`src/rtl/cpu_pkg.sv`:
```
// Shared CPU datapath types and default sizes.
// Register-file and scoreboard widths derive from these defaults.
package cpu_pkg;

  localparam int XLEN_DEF  = 32;
  localparam int NREGS_DEF = 32;
  localparam int AW_DEF    = $clog2(NREGS_DEF);

  typedef logic [AW_DEF-1:0]   reg_addr_t;
  typedef logic [XLEN_DEF-1:0] xlen_t;

endpackage

```
`src/rtl/reg_file_sb_scoreboard.sv`:
```
// Per-register busy bits for in-flight destination writes.
// Issue sets, writeback clears; a same-cycle issue beats the clear.
module busy_scoreboard
  import cpu_pkg::*;
#(
  parameter int NREGS = NREGS_DEF,
  parameter int AW    = $clog2(NREGS)
) (
  input  logic             clk,
  input  logic             rst,
  input  logic             wr_en,
  input  logic [AW-1:0]    wr_addr,
  input  logic             issue_en,
  input  logic [AW-1:0]    issue_rd,
  output logic             issue_ready,
  output logic [NREGS-1:0] busy_vec
);

  logic [NREGS-1:0] r_busy;
  logic [NREGS-1:0] w_busy_nxt;
  logic             w_wr_hit;
  logic             w_accept;

  assign w_wr_hit    = wr_en && (wr_addr == issue_rd);
  assign issue_ready = !r_busy[issue_rd] || w_wr_hit;
  assign w_accept    = issue_en && issue_ready;

  // Set applied after clear so the new producer wins.
  always_comb begin
    w_busy_nxt = r_busy;
    if (wr_en)
      w_busy_nxt[wr_addr] = 1'b0;
    if (w_accept)
      w_busy_nxt[issue_rd] = 1'b1;
    w_busy_nxt[0] = 1'b0;
  end

  always_ff @(posedge clk or posedge rst) begin
    if (rst)
      r_busy <= '0;
    else
      r_busy <= w_busy_nxt;
  end

  assign busy_vec = r_busy;

endmodule

```
`src/rtl/reg_file_sb.sv`:
```
// Parametrised register file, x0 hardwired, write-to-read bypass,
// with an integrated busy scoreboard for RAW/WAW hazard detection.
module reg_file_sb
  import cpu_pkg::*;
#(
  parameter int XLEN  = XLEN_DEF,
  parameter int NREGS = NREGS_DEF,
  parameter int NREAD = 2,
  parameter int AW    = $clog2(NREGS)
) (
  input  logic                       clk,
  input  logic                       rst,
  input  logic [NREAD-1:0][AW-1:0]   rs_addr,
  output logic [NREAD-1:0][XLEN-1:0] rs_data,
  output logic [NREAD-1:0]           rs_busy,
  input  logic                       wr_en,
  input  logic [AW-1:0]              wr_addr,
  input  logic [XLEN-1:0]            wr_data,
  input  logic                       issue_en,
  input  logic [AW-1:0]              issue_rd,
  output logic                       issue_ready,
  output logic [NREGS-1:0]           busy_vec
);

  logic [XLEN-1:0] r_regs [1:NREGS-1];
  logic            w_wr_ok;

  assign w_wr_ok = wr_en && (wr_addr != '0);

  always_ff @(posedge clk or posedge rst) begin
    if (rst) begin
      for (int r = 1; r < NREGS; r++)
        r_regs[r] <= '0;
    end else if (w_wr_ok) begin
      r_regs[wr_addr] <= wr_data;
    end
  end

  busy_scoreboard #(
    .NREGS (NREGS),
    .AW    (AW)
  ) u_sb (
    .clk         (clk),
    .rst         (rst),
    .wr_en       (wr_en),
    .wr_addr     (wr_addr),
    .issue_en    (issue_en),
    .issue_rd    (issue_rd),
    .issue_ready (issue_ready),
    .busy_vec    (busy_vec)
  );

  for (genvar g = 0; g < NREAD; g++) begin : g_rd
    logic w_zero;
    logic w_hit;

    assign w_zero = (rs_addr[g] == '0);
    assign w_hit  = wr_en && (wr_addr == rs_addr[g]);

    assign rs_data[g] = w_zero ? '0      :
                        w_hit  ? wr_data :
                                 r_regs[rs_addr[g]];

    assign rs_busy[g] = busy_vec[rs_addr[g]] && !w_hit;
  end

endmodule

```
`config.mk`:
```
export PLATFORM = sky130hd
export DESIGN_NAME = reg_file_sb
export DESIGN_NICKNAME = d
export VERILOG_FILES = /design/src/rtl/cpu_pkg.sv /design/src/rtl/reg_file_sb_scoreboard.sv /design/src/rtl/reg_file_sb.sv
export SDC_FILE = /design/constraint.sdc
export NUM_CORES = 2
export LEC_CHECK = 0
export BUFFER_PORTS_ARGS = -buffer_cell sky130_fd_sc_hd__buf_4
export CORE_MARGIN = 4
export CORE_UTILIZATION = 55
export CTS_CLUSTER_SIZE = 20
export DETAILED_ROUTE_END_ITERATION = 8
export PLACE_DENSITY = 0.81
export RECOVER_POWER = 25
export SYNTH_ARGS = -nofsm -noshare
export SYNTH_HDL_FRONTEND = slang
export SYNTH_HIERARCHICAL = 1
export SYNTH_SLANG_ARGS = --single-unit
```
`constraint.sdc`:
```
create_clock -name clk -period 59.5 [get_ports clk]
set_input_delay 2.975 -clock clk [delete_from_list [all_inputs] [get_ports clk]]
set_output_delay 2.975 -clock clk [all_outputs]
set_load 0.005 [all_outputs]
```
After elaboration in Yosys (flattened, before gate mapping) --
Cells that the tools add are included.
Word-level totals: register bits after elaboration 1023, word-level logic and storage cells 93, bits of input ports 56
Cells by class: reduce and logical (&&, ||, !) cells 17, bitwise gates (word level) 6, equality and inequality tests 3, muxes and demuxes 25, magnitude comparators 10
Operators with widths (count):
- $bwmux W992 | 1
- $mux W32 | 11
- $bmux W32 S5 | 2
- $demux W32 S5 | 1
- $and A32 B32 Y32 | 1
- $not A32 Y32 | 1
- $or A32 B32 Y32 | 1
- $lt A5 B6 Y1 const B | 4
- $ge A6 B6 Y1 const B | 3
- $not A5 Y6 | 3
- $bmux W1 S5 | 3
- $eq A5 B5 Y1 | 3
- $demux W1 S5 | 2
- $ge A5 B1 Y1 const B | 2
- $logic_and A1 B1 Y1 | 10
- $logic_not A5 Y1 | 2
- $lt A6 B1 Y1 const B | 1
- $mux W1 | 5
- $reduce_bool A5 Y1 | 1
- $logic_not A1 Y1 | 3
- $logic_or A1 B1 Y1 | 1

Logic depth before layout (Yosys ltp) --
word-level depth 9, gate-level depth with buffers 10

Modules after synthesis --
Netlist, hierarchy kept.
By module, submodules not included:
- reg_file_sb | sequential area each 24823.8 sq um, cells an instance 3734, area an instance 54084.4 sq um, instances 1
- busy_scoreboard | sequential area each 775.7 sq um, cells an instance 210, area an instance 1978.1 sq um, instances 1

Worst setup path before layout --
No wires, ideal clock.
kind input port to output port, from input port rs_addr[0] (netlist name), to output port rs_data[10] (netlist name), required time 56.525 ns, arrival 4.588 ns, stages on the path 7, path slack 51.937 ns, cell sequence buf_4 buf_4 buf_2 mux4_2 a22oi_1 o21ai_0 a32o_1
RTL lines:
- start: declaration | RTL line reg_file_sb.sv:13 | input logic [NREAD-1:0][AW-1:0] rs_addr,
- end: declaration | RTL line reg_file_sb.sv:14 | output logic [NREAD-1:0][XLEN-1:0] rs_data,

==> key figures <==
Floorplan
  • Die area: around 110000 um^2
  • Die span in y: roughly 330 um
  • Width of the die: 327.3 um
  • Core area: approximately 100000 um^2
  • Row count: ~120
  • Initial core utilization: 0.5574
  • Ports: around 160

Finish
  • Highest-count cells in the layout ignoring fill and taps: sky130_fd_sc_hd__mux2_2, sky130_fd_sc_hd__dfrtp_1, sky130_fd_sc_hd__mux4_2
  • Utilization after layout: 0.6129
  • Share of layout cells above drive strength 1: 0.4967
  • Most common cell after layout, fill and taps aside: sky130_fd_sc_hd__mux2_2
  • Fin nets: 3928
  • Finished Layout Cells: ~5300
  • Area added between synthesis and finish: 9.952%

Yosys
  • Largest cells by area after synthesis: sky130_fd_sc_hd__dfrtp_1, sky130_fd_sc_hd__mux2_2, sky130_fd_sc_hd__mux4_2
  • Dominant synthesized flop cell: sky130_fd_sc_hd__dfrtp_1
  • Number of synthesized register bits: 1023
  • Cell area after technology mapping: about 56000 um^2
  • Portion of the post-synthesis area used by sequential elements: 0.4566
  • Number of instances in the synthesized netlist: ~4000
  • Most area-hungry cell type in the Yosys netlist: sky130_fd_sc_hd__dfrtp_1
  • Synth top area share: 0.4566
  • Distinct cells, synth: 70
  • Synthesis Warnings: 6
  • Async set or reset register ratio after synthesis: 1.000
  • Per-instance average area after synthesis: 14.21 um^2
  • Number of enable-type register cells in the synthesized netlist: 0
  • Synthesized net count: 4000

Timing
  • Headroom to the max-slew limit: -5.387
  • Unrepaired setup endpoints after global routing: false
  • Final count of pins violating max slew: 546
  • Transition time of the tightest slew-check pin: between 9 and 10 ns
  • Final sum of negative setup slack: 0 ns
  • Max frequency: 68.82 MHz
  • # setup viols final: 0
  • Worst clock skew: roughly 0.0062 ns
  • Number of hold violations in the final report: 0
  • Smallest setup slack after layout: about 45 ns
  • Final period util: 0.2442
  • Shortest clock period the worst path allows after layout: ~15 ns

Critical path
  • Category of the worst setup path launch point: primary input
  • CP Class: in -> async
  • Critical-path maximum fanout: 181
  • Highest cell delay on the worst timing path: slightly below 7 ns
  • Most numerous cell on the critical path: sky130_fd_sc_hd__clkbuf_1
  • Endpoint arrival time on the critical path: 12.91 ns
  • Max stage delay cell, worst path: sky130_fd_sc_hd__clkbuf_1
  • Crit end category: asynchronous set/reset pin
  • Critical register-to-register path endpoint: u_sb/busy_vec[31]$_DFF_PP0_
  • Slack of the worst reg-to-reg path: roughly 57 ns
  • Cell Chain, Critical Path: clkbuf_1 > clkinvlp_2 > clkbuf_1
  • Number of cell instances on the worst register-to-register path: 5
  • Data required time of the critical path: between 50 and 60 ns
  • Reg2Reg Launch Point: u_sb/busy_vec[22]$_DFF_PP0_

GRT
  • Total global routing overflow: 0
  • Initial antenna violation count: 13
  • Total Routing Usage GR: 0.3395
  • Pin count of the biggest net entering global routing: about 180
  • Wire length of the first global-routing pass: around 270 mm
  • Number of global-route vias before repair: between 40000 and 50000

Power
  • Total power of the final layout: around 2100 uW
  • Leakage power of the design: 0.02625 uW
  • Power density relative to cell area: between 30 and 40 nW/um^2
  • IR drop worst, VDD: approximately 0.000023 V

Clock network
  • Cts hold-fix bufs: 0
  • Count of clock tree sinks: a little over 1000
  • Root Driver: sky130_fd_sc_hd__clkbuf_16
  • CTS max path bufs: 3
  • Clock H-tree levels: 3
  • Setup Fix Bufs, Post-CTS: 0
  • Total CTS buffers: around 110
  • Clock latency on the worst-skew pair: between 0.6 and 0.7 ns
  • TritonCTS clock tree: built
  • # resized after CTS: 0
  • CTS clk-pin slew, worst paths: roughly 0.060 ns

Route
  • Wire length after detailed routing: approximately 180 mm
  • First-pass DRT Iterations: 6
  • DRC violations left: 0
  • Vias per cell: ~7.5
  • Routed length per instance: about 34 um
  • Count of routing violations after the opening detailed-route iteration: approximately 5400
  • Final ANT Viol Nets: 0
  • Detailed-route via count: between 30000 and 40000

Placed design
  • Detailed placement HPWL: around 100 mm
  • Worst-case setup slack after placement: 48.51 ns
  • Placed Cells: 5120
  • Final weighted congestion of routability-driven global placement: around 0.9
  • Total of buffers placed on input and output ports: approximately 150

Outcome
  • Violations in the final reports: max-capacitance violations, max-slew violations
  • Result of the run: complete, but fails checks

Min path
  • Worst hold path endpoint: r_regs[56]$_DFFE_PP0P_
  • Hold Path Class: reg -> reg
  • Worst hold path stage count: 1
  • Worst Min Path Start: r_regs[56]$_DFFE_PP0P_

Run
  • Number of max-cap violations: 9
[sequential cells by signal (all words and copies together), names as in the netlist]
register and cells:
r_regs 992, u_sb/busy_vec 31
[worst max-delay path by stage]
stage	from	to	slack, ns	depth (start not counted)
global placement	rs_addr[5]	rs_data[60]	48.55	11
detailed placement	rs_addr[5]	rs_data[60]	48.51	11
floorplan	rst	r_regs[0]$_DFFE_PP0P_	28.62	1
CTS	rs_addr[5]	rs_data[60]	48.51	11
global route	rst	r_regs[464]$_DFFE_PP0P_	42.49	3
finish	rst	r_regs[464]$_DFFE_PP0P_	44.97	3
[kinds of logic after synthesis]
kind of cell / after synthesis / synth area share
muxes: 1625 / 0.4082
DFF: 1023 / 0.4566
AOI/OAI and AO/OA: 542 / 0.06791
buffers and inverters: 435 / 0.03711
and+or+nand+nor: 303 / 0.02772
xor gates and xnor gates: 15 / 0.002343
other: 1 / 0.00006689
[per-stage QoR]
stage / hold WS, ns / area [um^2]
after floorplan: 0.4886 / 56060
after detailed placement: 0.5108 / 57860
final: 0.5238 / 61640
after CTS: 0.5239 / 61690
after global placement: 0.5001 / 57860
after global routing: 0.5314 / 61620
[report_power, final]
group	switching [uW]	internal, uW
clock network	292	434
registers	115	834
logic	185	264
[routing by layer]
metal / vias to the layer above / wire (um) / global-route usage
met2: 3067 / 82080 / 0.5080
met1: 20750 / 64730 / 0.4306
li1: 15240 / - / -
met3: 778 / 23800 / 0.1131
met5: - / 33 / 0
met4: 6 / 13180 / 0.2083
[cells in the mapped netlist, drive strengths merged (40+ instances only)]
cell,n
o21ai,124
a22oi,40
a21oi,50
clkbuf,186
mux2i,132
nand2,68
o22ai,86
mux2,1071
dfrtp,1023
nor2,103
mux4,422
buf,236
a221oi,58
[critical path: cells and delay by family]
family / cells / cell delay (ns)
buffers and inverters: 3 / 9.65
[final cells by class]
type | instances | area, um^2
Antenna cell | 10 | 25.02
Clock buffer | 158 | 3172
Clock inverter | 45 | 654.4
Fill cell | 7222 | 38940
Inverter | 13 | 50.05
Multi-Input combinational cell | 2486 | 28580
Sequential cell | 1023 | 25600
Tap cell | 1357 | 1698
Timing Repair Buffer | 241 | 1858
Power figures use the tool's default switching activity.
